### src/rtl/seq_defs.sv
// Shared definitions for the serial pattern generator and the sequence detectors.
// Holds the FSM state encoding and the default sizing parameters.
package seq_defs;

    typedef enum logic [1:0] {
        ST_IDLE  = 2'd0,
        ST_SHIFT = 2'd1,
        ST_DONE  = 2'd2
    } seq_state_e;

    localparam int DEF_WIDTH = 8;
    localparam int DEF_LEN_W = 4;
    localparam int DEF_REP_W = 4;

endpackage

### src/rtl/seq_pattern_gen_if.sv
// Control and serial-output bundle of the pattern generator.
// The master side requests transmissions; the generator is the slave.
interface seq_pattern_gen_if
    import seq_defs::*;
#(
    parameter int WIDTH = DEF_WIDTH,
    parameter int LEN_W = DEF_LEN_W,
    parameter int REP_W = DEF_REP_W
);
    logic             start;
    logic [WIDTH-1:0] pattern;
    logic [LEN_W-1:0] len;
    logic [REP_W-1:0] reps;
    logic             abort;
    logic             out;
    logic             valid;
    logic             busy;
    logic             done;
    logic             err;

    modport master (
        output start, pattern, len, reps, abort,
        input  out, valid, busy, done, err
    );

    modport slave (
        input  start, pattern, len, reps, abort,
        output out, valid, busy, done, err
    );
endinterface

### src/rtl/seq_pattern_gen.sv
// Serial pattern transmitter: shifts a latched pattern out MSB-first, one bit per
// clock, for a programmable number of repetitions (reps = 0 runs until abort).
module seq_pattern_gen
    import seq_defs::*;
#(
    parameter int WIDTH = DEF_WIDTH,
    parameter int LEN_W = DEF_LEN_W,
    parameter int REP_W = DEF_REP_W
) (
    input  logic            clk,
    input  logic            rst_n,
    seq_pattern_gen_if.slave bus
);

    localparam logic [LEN_W-1:0] LEN_ONE = LEN_W'(1);
    localparam logic [REP_W-1:0] REP_ONE = REP_W'(1);
    localparam logic [LEN_W-1:0] MAX_LEN = LEN_W'(WIDTH);

    seq_state_e       state_q, state_d;
    logic [WIDTH-1:0] pat_q,   pat_d;
    logic [LEN_W-1:0] len_q,   len_d;
    logic [REP_W-1:0] rep_q,   rep_d;
    logic [LEN_W-1:0] idx_q,   idx_d;
    logic             err_q,   err_d;

    logic             len_ok;
    logic [WIDTH-1:0] shifted;

    assign len_ok = (bus.len != '0) && (bus.len <= MAX_LEN);

    always_comb begin
        state_d = state_q;
        pat_d   = pat_q;
        len_d   = len_q;
        rep_d   = rep_q;
        idx_d   = idx_q;
        err_d   = 1'b0;

        case (state_q)
            ST_IDLE: begin
                // abort beats start, so a simultaneous pair neither loads nor flags err
                if (bus.start && !bus.abort) begin
                    if (len_ok) begin
                        pat_d   = bus.pattern;
                        len_d   = bus.len;
                        rep_d   = bus.reps;
                        idx_d   = bus.len - LEN_ONE;
                        state_d = ST_SHIFT;
                    end else begin
                        err_d = 1'b1;
                    end
                end
            end
            ST_SHIFT: begin
                if (bus.abort) begin
                    state_d = ST_IDLE;
                end else if (idx_q == '0) begin
                    if (rep_q == REP_ONE) begin
                        state_d = ST_DONE;
                    end else begin
                        idx_d = len_q - LEN_ONE;
                        if (rep_q != '0) begin
                            rep_d = rep_q - REP_ONE;
                        end
                    end
                end else begin
                    idx_d = idx_q - LEN_ONE;
                end
            end
            ST_DONE: begin
                state_d = ST_IDLE;
            end
            default: begin
                state_d = ST_IDLE;
            end
        endcase
    end

    always_ff @(posedge clk or negedge rst_n) begin
        if (!rst_n) begin
            state_q <= ST_IDLE;
            pat_q   <= '0;
            len_q   <= '0;
            rep_q   <= '0;
            idx_q   <= '0;
            err_q   <= 1'b0;
        end else begin
            state_q <= state_d;
            pat_q   <= pat_d;
            len_q   <= len_d;
            rep_q   <= rep_d;
            idx_q   <= idx_d;
            err_q   <= err_d;
        end
    end

    // Outputs decode directly from flops so reset clears them without waiting for a clock.
    assign shifted   = pat_q >> idx_q;
    assign bus.out   = (state_q == ST_SHIFT) && shifted[0];
    assign bus.valid = (state_q == ST_SHIFT);
    assign bus.busy  = (state_q != ST_IDLE);
    assign bus.done  = (state_q == ST_DONE);
    assign bus.err   = err_q;

endmodule

### src/flat_wrapper.sv
// flat-port wrapper written by rule: the top's interface ports become plain ports
module seq_pattern_gen_flat import seq_defs::*;
#(
    parameter int WIDTH = DEF_WIDTH,
    parameter int LEN_W = DEF_LEN_W,
    parameter int REP_W = DEF_REP_W
)
  (clk, rst_n, bus_start, bus_pattern, bus_len, bus_reps, bus_abort, bus_out, bus_valid, bus_busy, bus_done, bus_err);
  seq_pattern_gen_if #(.WIDTH(WIDTH), .LEN_W(LEN_W), .REP_W(REP_W)) bus_i ();
  input  logic clk;
  input  logic rst_n;
  input wire logic [$bits(bus_i.start)-1:0] bus_start;
  input wire logic [$bits(bus_i.pattern)-1:0] bus_pattern;
  input wire logic [$bits(bus_i.len)-1:0] bus_len;
  input wire logic [$bits(bus_i.reps)-1:0] bus_reps;
  input wire logic [$bits(bus_i.abort)-1:0] bus_abort;
  output wire logic [$bits(bus_i.out)-1:0] bus_out;
  output wire logic [$bits(bus_i.valid)-1:0] bus_valid;
  output wire logic [$bits(bus_i.busy)-1:0] bus_busy;
  output wire logic [$bits(bus_i.done)-1:0] bus_done;
  output wire logic [$bits(bus_i.err)-1:0] bus_err;
  assign bus_i.start = bus_start;
  assign bus_i.pattern = bus_pattern;
  assign bus_i.len = bus_len;
  assign bus_i.reps = bus_reps;
  assign bus_i.abort = bus_abort;
  assign bus_out = bus_i.out;
  assign bus_valid = bus_i.valid;
  assign bus_busy = bus_i.busy;
  assign bus_done = bus_i.done;
  assign bus_err = bus_i.err;
  seq_pattern_gen #(.WIDTH(WIDTH), .LEN_W(LEN_W), .REP_W(REP_W)) u_core (.clk(clk), .rst_n(rst_n), .bus(bus_i));
endmodule
### config.mk
export PLATFORM = sky130hd
export DESIGN_NAME = seq_pattern_gen_flat
export DESIGN_NICKNAME = d
export VERILOG_FILES = /design/src/rtl/seq_defs.sv /design/src/rtl/seq_pattern_gen_if.sv /design/src/rtl/seq_pattern_gen.sv /design/src/flat_wrapper.sv
export SDC_FILE = /design/constraint.sdc
export NUM_CORES = 1
export LEC_CHECK = 0
export CORE_ASPECT_RATIO = 0.8
export CORE_MARGIN = 5
export CORE_UTILIZATION = 25
export DETAILED_ROUTE_END_ITERATION = 10
export GPL_TIMING_DRIVEN = 0
export PLACE_DENSITY = 0.55
export SLEW_MARGIN = 20
export SYNTH_ARGS = -nofsm -noshare
export SYNTH_HDL_FRONTEND = slang
export SYNTH_SLANG_ARGS = --single-unit
### constraint.sdc
create_clock -name clk -period 3.95 [get_ports clk]
set_input_delay 1.185 -clock clk [delete_from_list [all_inputs] [get_ports clk]]
set_output_delay 1.185 -clock clk [all_outputs]
set_load 0.01 [all_outputs]
==> results of run 1 <==
flip-flops by register name (all words and copies together), names as in the netlist:
name / flops
u_core.idx_q: 4
u_core.rep_q: 4
u_core.len_q: 4
u_core.pat_q: 8
u_core.bus.err: 1
u_core.state_q: 2
logic make-up (layout without fill, tap and decap cells):
logic type	Yosys count	in the layout	synth area share
XOR/XNOR	2	2	0.0142
flip-flops	23	23	0.465
multiplexers	17	17	0.174
AND/OR/NAND/NOR	32	32	0.161
adder cells (fa/ha/maj)	4	4	0.0404
buffers and inverters	6	34	0.0192
AO/OA/AOI/OAI	23	23	0.126
layer usage:
layer  track usage  routed length [um]  vias up
met5             0                   0        -
met1         0.130                1360      466
met3        0.0271                 204        0
met4        0.0201                   0        0
met2         0.152                1290       27
li1              -                   -      453
layout make-up:
class	count	area (um2)	share of cell area
clock buffer	3	41.3	0.0259
buffer	2	8.76	0.00549
tap	60	75.1	0.0470
clock inverter	1	7.51	0.00470
inverter	4	15.0	0.00940
sequential	23	576	0.361
multi-input combinational	78	638	0.400
timing repair buffer	24	235	0.147
metrics by stage:
step	setup WS, ns	utilization
after global placement	0.796	0.332
after floorplan	1.43	-
after global routing	0.618	0.341
final	0.745	0.341
after CTS	0.733	0.342
after detailed placement	0.761	0.332
layout by cell type, fill, tap and decap left out, drive strengths merged, types with 2 or more instances in the layout:
cell type and n:
o211ai 2, clkdlybuf4s50 23, or3b 3, mux2i 2
clkbuf 4, nor3 3, a22o 2, nor2 5
o22ai 2, mux2 13, mux4 2, buf 2
a21oi 5, o21ai 7, nand2 6, nand3 4
dfrtp 23, nor4b 3, or2 2, nand2b 2
ha 4, inv 3
how the worst max path moves through the flow:
stage | to | slack [ns] | startpoint | cells after the start
6_report | bus_out | 0.74 | u_core.idx_q[0] | 4
5_1_grt | bus_out | 0.62 | u_core.idx_q[0] | 4
4_1_cts | bus_out | 0.73 | u_core.idx_q[0] | 4
3_5_place_dp | u_core.pat_q[4] | 0.76 | bus_len[0] | 5
3_3_place_gp | u_core.pat_q[4] | 0.80 | bus_len[0] | 5
2_1_floorplan | u_core.idx_q[0] | 1.43 | bus_len[0] | 4
power groups by stage:
stage	sequential [mW]	combinational [mW]	clock, mW
CTS	0.386	0.251	0.159
detailed placement	0.391	0.249	0
global route	0.398	0.283	0.167
finish	0.386	0.248	0.154
floorplan	0.365	0.184	0
global placement	0.386	0.240	0
==> impl_metrics.ini, run 1 <==
[power]
p_leak_nw = 0.644
p_int_mw = 0.522
clkPwrFrac = 0.195
pwr-share-comb = 0.315
powerDensity_mw_per_mm2 = 493
total_power_mw = 0.787
swShare = 0.337
power.switching_mw = 0.265
seq_power_share = 0.490
ir_drop_mv = 0.196

[sta]
fin_crit_sh = 0.811
fin_crit_ns = 3.21
drv_slew = 0
tightest_slew_ns = 0.522
setup_tns_ns = 0
finalSetupViolations = 0
slew_headroom = 0.647
whs_ns = 0.512
hold_viol_final = 0
rsz0062_at_grt = false
timing.fmax_mhz = 312
fin_skew_ns = 0.00620

[status]
status = finished, final reports clean

[drt]
dr_total_vias = 946
drt-initial-drc-count = 46
drc = 0
drtAntennaViolNets = 0
wl_um = 2860
wl_per_cell_um = 14.7
drt_first_pass_iters = 4
post_drt_via_cell_ratio = 4.85

[synthesis]
synth_edf_count = 0
synth_top_area_share = 0.465
synthesis.nets = 131
synth_area_per_cell_um2 = 11.6
syn-cell-area_mm2 = 0.00124
ys_seq_area_frac = 0.465
yosysMostFrequentCell = dfrtp_1
ys_ff_latch = 23
yosys_warnings = 0
syn_inst = 107
netlist_top_cells_count = dfrtp_1 (23), mux2_2 (12), o21ai_0 (7)
synth_top_area_cell = dfrtp_1
ys_async_sr_fraction = 1.00
synth_flop_cell = dfrtp_1
synth.distinct_cells = 37
ys_top_cells_by_area = dfrtp_1 (47%), mux2_2 (11%), ha_1 (4.0%)

[floorplanning]
coreArea_mm2 = 0.00468
rows = 22
initial_core_util = 0.264
pin_count = 25
die_x_um = 88.7
fp.dieH_um = 72.9
die_area_mm2 = 0.00647

[grt]
grt_pass1_vias = 974
grt-ovfl-total = 0
grt_max_degree = 24
grt_pass1_wl_um = 4880
grt_usage = 0.0957
antenna_found_initial = 0

[placed_design]
hpwl_um = 2170
finalWeightedCongestion = 0.720
post_dp_cell_area_mm2 = 0.00155
port-buffer-count = 24
place_inst = 191

[setup_path]
reg2reg_to = u_core.idx_q[2]
worstRegToRegCells = 6
worstPathRequired_ns = 2.76
startpoint_type = flop
arrival_ns = 2.02
worstPathMaxFanout = 6
path_buf_inv = 1
rrSetupSlack_ns = 1.91
slowest_delay_ns = 0.54
slowest_stage = mux4_2
path_delay_family = multiplexers
reg2reg_from = u_core.idx_q[0]
cp-end-kind = output pin
path_cells = mux4_2 -> mux2i_1 -> nor3_1 -> clkdlybuf4s50_1
crit_type = reg -> out

[clocking]
clk_pin_slew_ns = 0.09
cts_resized = 0
cts_setup_buffers = 0
clock-root-buffer = clkbuf_8
clockBufferDepth = 2
cts_tree = done
cts-htree-levels = 1
numCtsBuffers = 3
cts_hold_buffers = 0
clk_latency_ns = 0.27
cts_num_sinks = 23

[hold_path]
timing.hold.worst_path_depth = 1
hold_class = reg -> reg
min_from = u_core.pat_q[5]
holdPathEnd = u_core.pat_q[5]

[run]
max_cap_violations = 0

[layout]
area_delta_synth_final_pct = 29.0
fill_cells = 486
final-instance-count-excl-fill = 195
diodes = 0
drive_above_1_share = 0.237
fin_nets = 160
fin_area_mm2 = 0.00160
No activity file was read; power rests on OpenSTA's default activity.
==> run 2, diff against run 1 <==
==> constraint.sdc (replaced) <==
create_clock -name clk -period 3.25 [get_ports clk]
set_input_delay 0.975 -clock clk [delete_from_list [all_inputs] [get_ports clk]]
set_output_delay 0.975 -clock clk [all_outputs]
set_load 0.01 [all_outputs]
==> results of run 2 <==
The final DEF is identical to that of run 1. Status: finished, final reports clean.
Among the figures that moved: setup slack after placement 0.761 ns -> 0.271 ns; setup slack after layout 0.745 ns -> 0.255 ns; register-to-register setup slack 1.91 ns -> 1.21 ns; total power 0.787 mW -> 0.957 mW; worst IR drop on VDD 0.196 mV -> 0.238 mV
